$ cat config.mk
export PLATFORM = sky130hd
export DESIGN_NAME = exu_disp_mc
export DESIGN_NICKNAME = d
export VERILOG_FILES = /design/src/rtl/exu_disp_mc.sv
export SDC_FILE = /design/constraint.sdc
export NUM_CORES = 1
export LEC_CHECK = 0
export BUFFER_PORTS_ARGS = -buffer_cell sky130_fd_sc_hd__buf_2
export CELL_PAD_IN_SITES_DETAIL_PLACEMENT = 0
export CELL_PAD_IN_SITES_GLOBAL_PLACEMENT = 1
export CORE_ASPECT_RATIO = 1.25
export CORE_MARGIN = 2
export CORE_UTILIZATION = 35
export DETAILED_ROUTE_END_ITERATION = 8
export PLACE_DENSITY_LB_ADDON = 0.1
export SLEW_MARGIN = 5
export SYNTH_ARGS = -nofsm -noshare
export SYNTH_HDL_FRONTEND = slang
export SYNTH_SLANG_ARGS = --single-unit
export TNS_END_PERCENT = 30
$ cat constraint.sdc
create_clock -name clk -period 5.38 [get_ports clk]
set_input_delay 0.269 -clock clk [delete_from_list [all_inputs] [get_ports clk]]
set_output_delay 0.269 -clock clk [all_outputs]
set_load 0.005 [all_outputs]
$ cat src/rtl/exu_disp_mc.sv
// Multi-channel dispatch stage: one registered output slot steered to NCH channels,
// x0 operand masking, and an optional OITF hazard tracker (enabled by EXU_DISP_OITF_EN).
module exu_disp_mc #(
   parameter int XLEN          = 32,
   parameter int PC_SIZE       = 32,
   parameter int RFIDX_WIDTH   = 5,
   parameter int DECINFO_WIDTH = 32,
   parameter int NCH           = 3,
   parameter logic [NCH-1:0] LONGPIPE_MASK = 3'b110,
   parameter int OITF_DEPTH    = 4
) (
   input  logic                          clk,
   input  logic                          rst,
   input  logic                          disp_i_valid,
   output logic                          disp_i_ready,
   input  logic [NCH-1:0]                disp_i_chsel,
   input  logic                          disp_i_rs1x0,
   input  logic                          disp_i_rs2x0,
   input  logic                          disp_i_rs1en,
   input  logic                          disp_i_rs2en,
   input  logic [RFIDX_WIDTH-1:0]        disp_i_rs1idx,
   input  logic [RFIDX_WIDTH-1:0]        disp_i_rs2idx,
   input  logic [XLEN-1:0]               disp_i_rs1,
   input  logic [XLEN-1:0]               disp_i_rs2,
   input  logic                          disp_i_rdwen,
   input  logic [RFIDX_WIDTH-1:0]        disp_i_rdidx,
   input  logic [DECINFO_WIDTH-1:0]      disp_i_info,
   input  logic [XLEN-1:0]               disp_i_imm,
   input  logic [PC_SIZE-1:0]            disp_i_pc,
   output logic [NCH-1:0]                disp_o_valid,
   input  logic [NCH-1:0]                disp_o_ready,
   output logic [XLEN-1:0]               disp_o_rs1,
   output logic [XLEN-1:0]               disp_o_rs2,
   output logic [XLEN-1:0]               disp_o_imm,
   output logic                          disp_o_rdwen,
   output logic [RFIDX_WIDTH-1:0]        disp_o_rdidx,
   output logic [DECINFO_WIDTH-1:0]      disp_o_info,
   output logic [PC_SIZE-1:0]            disp_o_pc,
   output logic [$clog2(OITF_DEPTH)-1:0] disp_o_itag,
   input  logic                          oitf_ret_ena,
   output logic                          oitf_empty
);

   localparam int TW = $clog2(OITF_DEPTH);

   logic           slot_vld;
   logic [NCH-1:0] slot_ch;
   logic [TW-1:0]  slot_tag;
   logic           drain;
   logic           slot_free;
   logic           accept;
   logic           hazard;
   logic           need_alloc;
   logic           oitf_full;
   logic [TW-1:0]  alloc_tag;

   assign disp_o_valid = slot_ch & {NCH{slot_vld}};
   assign drain        = |(disp_o_valid & disp_o_ready);
   assign slot_free    = !slot_vld | drain;
   assign disp_i_ready = slot_free & !hazard & !(need_alloc & oitf_full);
   assign accept       = disp_i_valid & disp_i_ready;
   assign disp_o_itag  = slot_vld ? slot_tag : '0;

   always_ff @(posedge clk or posedge rst) begin
      if (rst) begin
         slot_vld     <= 1'b0;
         slot_ch      <= '0;
         slot_tag     <= '0;
         disp_o_rs1   <= '0;
         disp_o_rs2   <= '0;
         disp_o_imm   <= '0;
         disp_o_rdwen <= 1'b0;
         disp_o_rdidx <= '0;
         disp_o_info  <= '0;
         disp_o_pc    <= '0;
      end else if (accept) begin
         slot_vld     <= 1'b1;
         slot_ch      <= disp_i_chsel;
         slot_tag     <= need_alloc ? alloc_tag : '0;
         disp_o_rs1   <= disp_i_rs1 & ~{XLEN{disp_i_rs1x0}};
         disp_o_rs2   <= disp_i_rs2 & ~{XLEN{disp_i_rs2x0}};
         disp_o_imm   <= disp_i_imm;
         disp_o_rdwen <= disp_i_rdwen;
         disp_o_rdidx <= disp_i_rdidx;
         disp_o_info  <= disp_i_info;
         disp_o_pc    <= disp_i_pc;
      end else if (drain) begin
         slot_vld     <= 1'b0;
      end
   end

`ifdef EXU_DISP_OITF_EN
   localparam logic [TW:0] FULL_CNT = (TW+1)'(OITF_DEPTH);

   logic [RFIDX_WIDTH-1:0] oitf_rd [OITF_DEPTH];
   logic [OITF_DEPTH-1:0]  oitf_vld;
   logic [TW-1:0]          wptr;
   logic [TW-1:0]          rptr;
   logic [TW:0]            count;
   logic [TW:0]            count_nxt;
   logic                   empty_q;
   logic                   alloc;
   logic                   ret;

   assign need_alloc = disp_i_rdwen & (|(disp_i_chsel & LONGPIPE_MASK)) & (disp_i_rdidx != '0);
   assign oitf_full  = (count == FULL_CNT);
   assign alloc_tag  = wptr;
   assign alloc      = accept & need_alloc;
   assign ret        = oitf_ret_ena & (count != '0);
   assign oitf_empty = empty_q;

   // Retiring entries still block: the hazard sees only registered valid bits.
   always_comb begin
      hazard = 1'b0;
      for (int i = 0; i < OITF_DEPTH; i++) begin
         if (oitf_vld[i]) begin
            if ((disp_i_rs1en & !disp_i_rs1x0 & (oitf_rd[i] == disp_i_rs1idx)) |
                (disp_i_rs2en & !disp_i_rs2x0 & (oitf_rd[i] == disp_i_rs2idx)) |
                (disp_i_rdwen & (disp_i_rdidx != '0) & (oitf_rd[i] == disp_i_rdidx)))
               hazard = 1'b1;
         end
      end
   end

   always_comb begin
      count_nxt = count;
      if (alloc & !ret)
         count_nxt = count + 1'b1;
      else if (ret & !alloc)
         count_nxt = count - 1'b1;
   end

   always_ff @(posedge clk or posedge rst) begin
      if (rst) begin
         for (int i = 0; i < OITF_DEPTH; i++)
            oitf_rd[i] <= '0;
         oitf_vld <= '0;
         wptr     <= '0;
         rptr     <= '0;
         count    <= '0;
         empty_q  <= 1'b1;
      end else begin
         if (alloc) begin
            oitf_rd[wptr]  <= disp_i_rdidx;
            oitf_vld[wptr] <= 1'b1;
            wptr           <= wptr + 1'b1;
         end
         if (ret) begin
            oitf_vld[rptr] <= 1'b0;
            rptr           <= rptr + 1'b1;
         end
         count   <= count_nxt;
         empty_q <= (count_nxt == '0);
      end
   end
`else
   logic unused_oitf;

   assign hazard      = 1'b0;
   assign need_alloc  = 1'b0;
   assign oitf_full   = 1'b0;
   assign alloc_tag   = '0;
   assign oitf_empty  = 1'b1;
   assign unused_oitf = ^{oitf_ret_ena, disp_i_rs1en, disp_i_rs2en, disp_i_rs1idx, disp_i_rs2idx};
`endif

endmodule

==> metrics.csv <==
stage;metric;value;unit
synthesis;Yosys top cell area share;62.1;%
min_path;hold path depth;2;
min_path;Hold Crit Start;disp_i_info[13];
sta;Highest Clock Rate;395;MHz
cells_and_area;Layout Nets;976;
synthesis;Synth Cell Area;0.00685;mm²
sta;Slew Viols, Final;0;
setup_path;Reg-to-Reg End;disp_o_info[8];
sta;worst-margin pin slew;1.11;ns
run_status;status;finished clean;
clock_tree;postcts setup bufs;0;
clock_tree;Max H-tree Level;4;
power_and_ir_drop;VDD IR max;199;µV
placed_design;Post-DP HPWL;13200;µm
clock_tree;TritonCTS Buffers;17;
drt;final wirelength;17600;µm
die;row cnt;57;
setup_path;slowest CP cell;a31oi_4;
die;Starting Density;35.4;%
setup_path;Setup CP Type;reg2reg;
clock_tree;clk sinks;170;
sta;RSZ-0062 raised after global routing;no;
drt;DR pass1 iterations;4;
sta;setup violators final;0;
setup_path;startpoint types;flop;
clock_tree;CTS tree;done;
sta;Sum Neg Setup Slack;0;ns
cells_and_area;share of layout cells above drive strength 1;69.2;%
min_path;Hold Crit Class;in2reg;
setup_path;CP max FO;107;
placed_design;placer congestion estimate;0.759;
drt;Vias;4765;
drt;Via density;4.47;
power_and_ir_drop;pwr dens;407;mW/mm²
setup_path;reg-to-reg startpoint;slot_ch[0];
synthesis;Seq/Total Area, Yosys;62.1;%
synthesis;register bit total from synthesis;170;
sta;period utilization;47.0;%
synthesis;synth unique cells;14;
grt;initial antenna violation count;3;
clock_tree;Clock Latency Late Sink;0.43;ns
drt;initial DRC count;150;
die;DIE HEIGHT;160;µm
setup_path;Worst Reg-to-Reg Cells;4;
grt;Remaining Overflow, GRT;0;
sta;Hold Slack;0.0676;ns
clock_tree;clock root cell;clkbuf_16;
clock_tree;Reg clk slew, reported paths;0.07;ns
setup_path;CP peak stage delay;0.89;ns
synthesis;Post-Syn Area per Cell;15.5;µm²
sta;relative slew slack;25.8;%
die;num ports;363;
grt;vias in the first global route;5122;
sta;fin crit period;2.53;ns
clock_tree;post_cts resized;0;
min_path;Hold Path End;disp_o_info[13];
synthesis;YS warnings;0;
clock_tree;Max Buffers Root-to-Sink;2;
clock_tree;hold buffer count at CTS;1;
die;DIE WIDTH;129;µm
job;Max Cap Violations;0;
sta;worst-case clock skew;0.0122;ns
die;core area;0.0193;mm²
placed_design;PortBufs;346;
synthesis;Area contributors post-synth;dfrtp_1 62%, mux2_2 28%, nor2b_1 5.8%, buf_6 2.0%, buf_4 0.44%;
synthesis;Synth Instances;442;
drt;ANT nets after route;0;
die;DIE AREA;0.0207;mm²
setup_path;Critical Path Sink Type;flop;
synthesis;Synth area leader;dfrtp_1;
drt;DR WL/cell;16.5;µm
power_and_ir_drop;P_leak;4.66;nW
setup_path;Critical Path Start;slot_ch[0];
setup_path;Critical Path AT;2.84;ns
grt;global-route wire length before repair;27400;µm
grt;largest net degree at the start of global routing;108;
grt;GR Util All Layers;17.4;%
cells_and_area;Area growth, synth to finish;36.2;%
setup_path;Required @ worst endpoint;5.69;ns
setup_path;R2R Setup Slk;2.85;ns
sta;Hold Vio Cnt, Final;0;
drt;DRC;0;
setup_path;worst path cell trace;a22oi_2 -> a31oi_4 -> buf_12 -> mux2_2;
[synthesized netlist by cell type]
| library cell | count |
|---|---|
| a22oi_2 | 1 |
| a31oi_4 | 1 |
| and2_1 | 3 |
| buf_2 | 5 |
| buf_4 | 4 |
| buf_6 | 12 |
| clkbuf_1 | 6 |
| conb_1 | 2 |
| dfrtp_1 | 170 |
| inv_1 | 2 |
| mux2_2 | 169 |
| nand2_1 | 2 |
| nand3_1 | 1 |
| nor2b_1 | 64 |
[per-layer routing]
metal | part of all wire [%] | track usage (%) | vias to the layer above
li1 | - | - | 2201
met1 | 36 | 18.6 | 2320
met2 | 53 | 30.0 | 211
met3 | 8.9 | 6.83 | 31
met4 | 2.6 | 7.46 | 2
met5 | 0.074 | 0 | -
[worst max-delay path by stage]
stage / cells after the start / end / slack (ns)
4_1_cts: 4 / disp_o_pc[19] / 2.80
2_1_floorplan: 1 / disp_o_imm[0] / 0.51
5_1_grt: 4 / disp_o_pc[13] / 2.65
3_3_place_gp: 4 / disp_o_pc[22] / 2.89
6_report: 4 / disp_o_info[8] / 2.85
3_5_place_dp: 4 / disp_o_pc[27] / 2.81
[state kept, by name (all words and copies together), names as in the netlist]
register	cells
disp_o_info	32
slot_vld	1
disp_o_rs2	32
slot_ch	3
disp_o_rs1	32
disp_o_pc	32
disp_o_rdwen	1
disp_o_rdidx	5
disp_o_imm	32
[cells in the final DEF (no fill, tap or decap), types with 2 or more instances in the layout]
master,Yosys,final
inv_8,0,4
dfrtp_1,170,170
inv_6,0,7
buf_4,4,3
nor2b_1,64,64
clkinvlp_4,0,2
and2_1,3,3
conb_1,2,3
clkbuf_16,0,17
buf_2,5,346
nand2_1,2,2
diode_2,0,2
mux2_2,169,169
[layout make-up]
cell class | count | area [µm²]
inverter | 2 | 12.5
multi-input combinational | 244 | 2380
antenna | 2 | 5.00
clock inverter | 13 | 121
clock buffer | 19 | 443
sequential | 170 | 4250
fill | 1783 | 10000
tap | 265 | 332
timing repair buffer | 351 | 1780
[worst max-delay path: cells and delay by family (launching register included)]
family | cells | cell delay [ns]
buffers and inverters | 1 | 0.50
flip-flops | 1 | 0.38
multiplexers | 1 | 0.41
AO/OA/AOI/OAI | 2 | 1.00
[metrics by stage]
step / setup slack (ns) / cell area [µm²] / power [W] / cells / utilization, %
2_1_floorplan: 0.508 / 6850 / 0.00221 / 443 / -
3_3_place_gp: 2.89 / 8750 / 0.00264 / 1031 / 45.3
3_5_place_dp: 2.81 / 8750 / 0.00267 / 1031 / 45.3
4_1_cts: 2.80 / 9330 / 0.00386 / 1064 / 48.3
5_1_grt: 2.65 / 9330 / 0.00402 / 1066 / 48.3
6_report: 2.85 / 9330 / 0.00379 / 1066 / 48.3
[cells by family (layout without fill, tap and decap cells)]
| family | after synthesis | after routing | synth area share [%] |
|---|---|---|---|
| buffers and inverters | 29 | 385 | 3.21 |
| other | 2 | 5 | 0.110 |
| AOI/OAI and AO/OA | 2 | 2 | 0.493 |
| muxes | 169 | 169 | 27.8 |
| and+or+nand+nor | 70 | 70 | 6.30 |
| DFF | 170 | 170 | 62.1 |
[report_power, final]
group	switching [W]	internal, W
Combinational	0.000381	0.000525
Clock	0.000550	0.000626
Sequential	0.000141	0.00157
No activity file was read; power rests on OpenSTA's default activity.
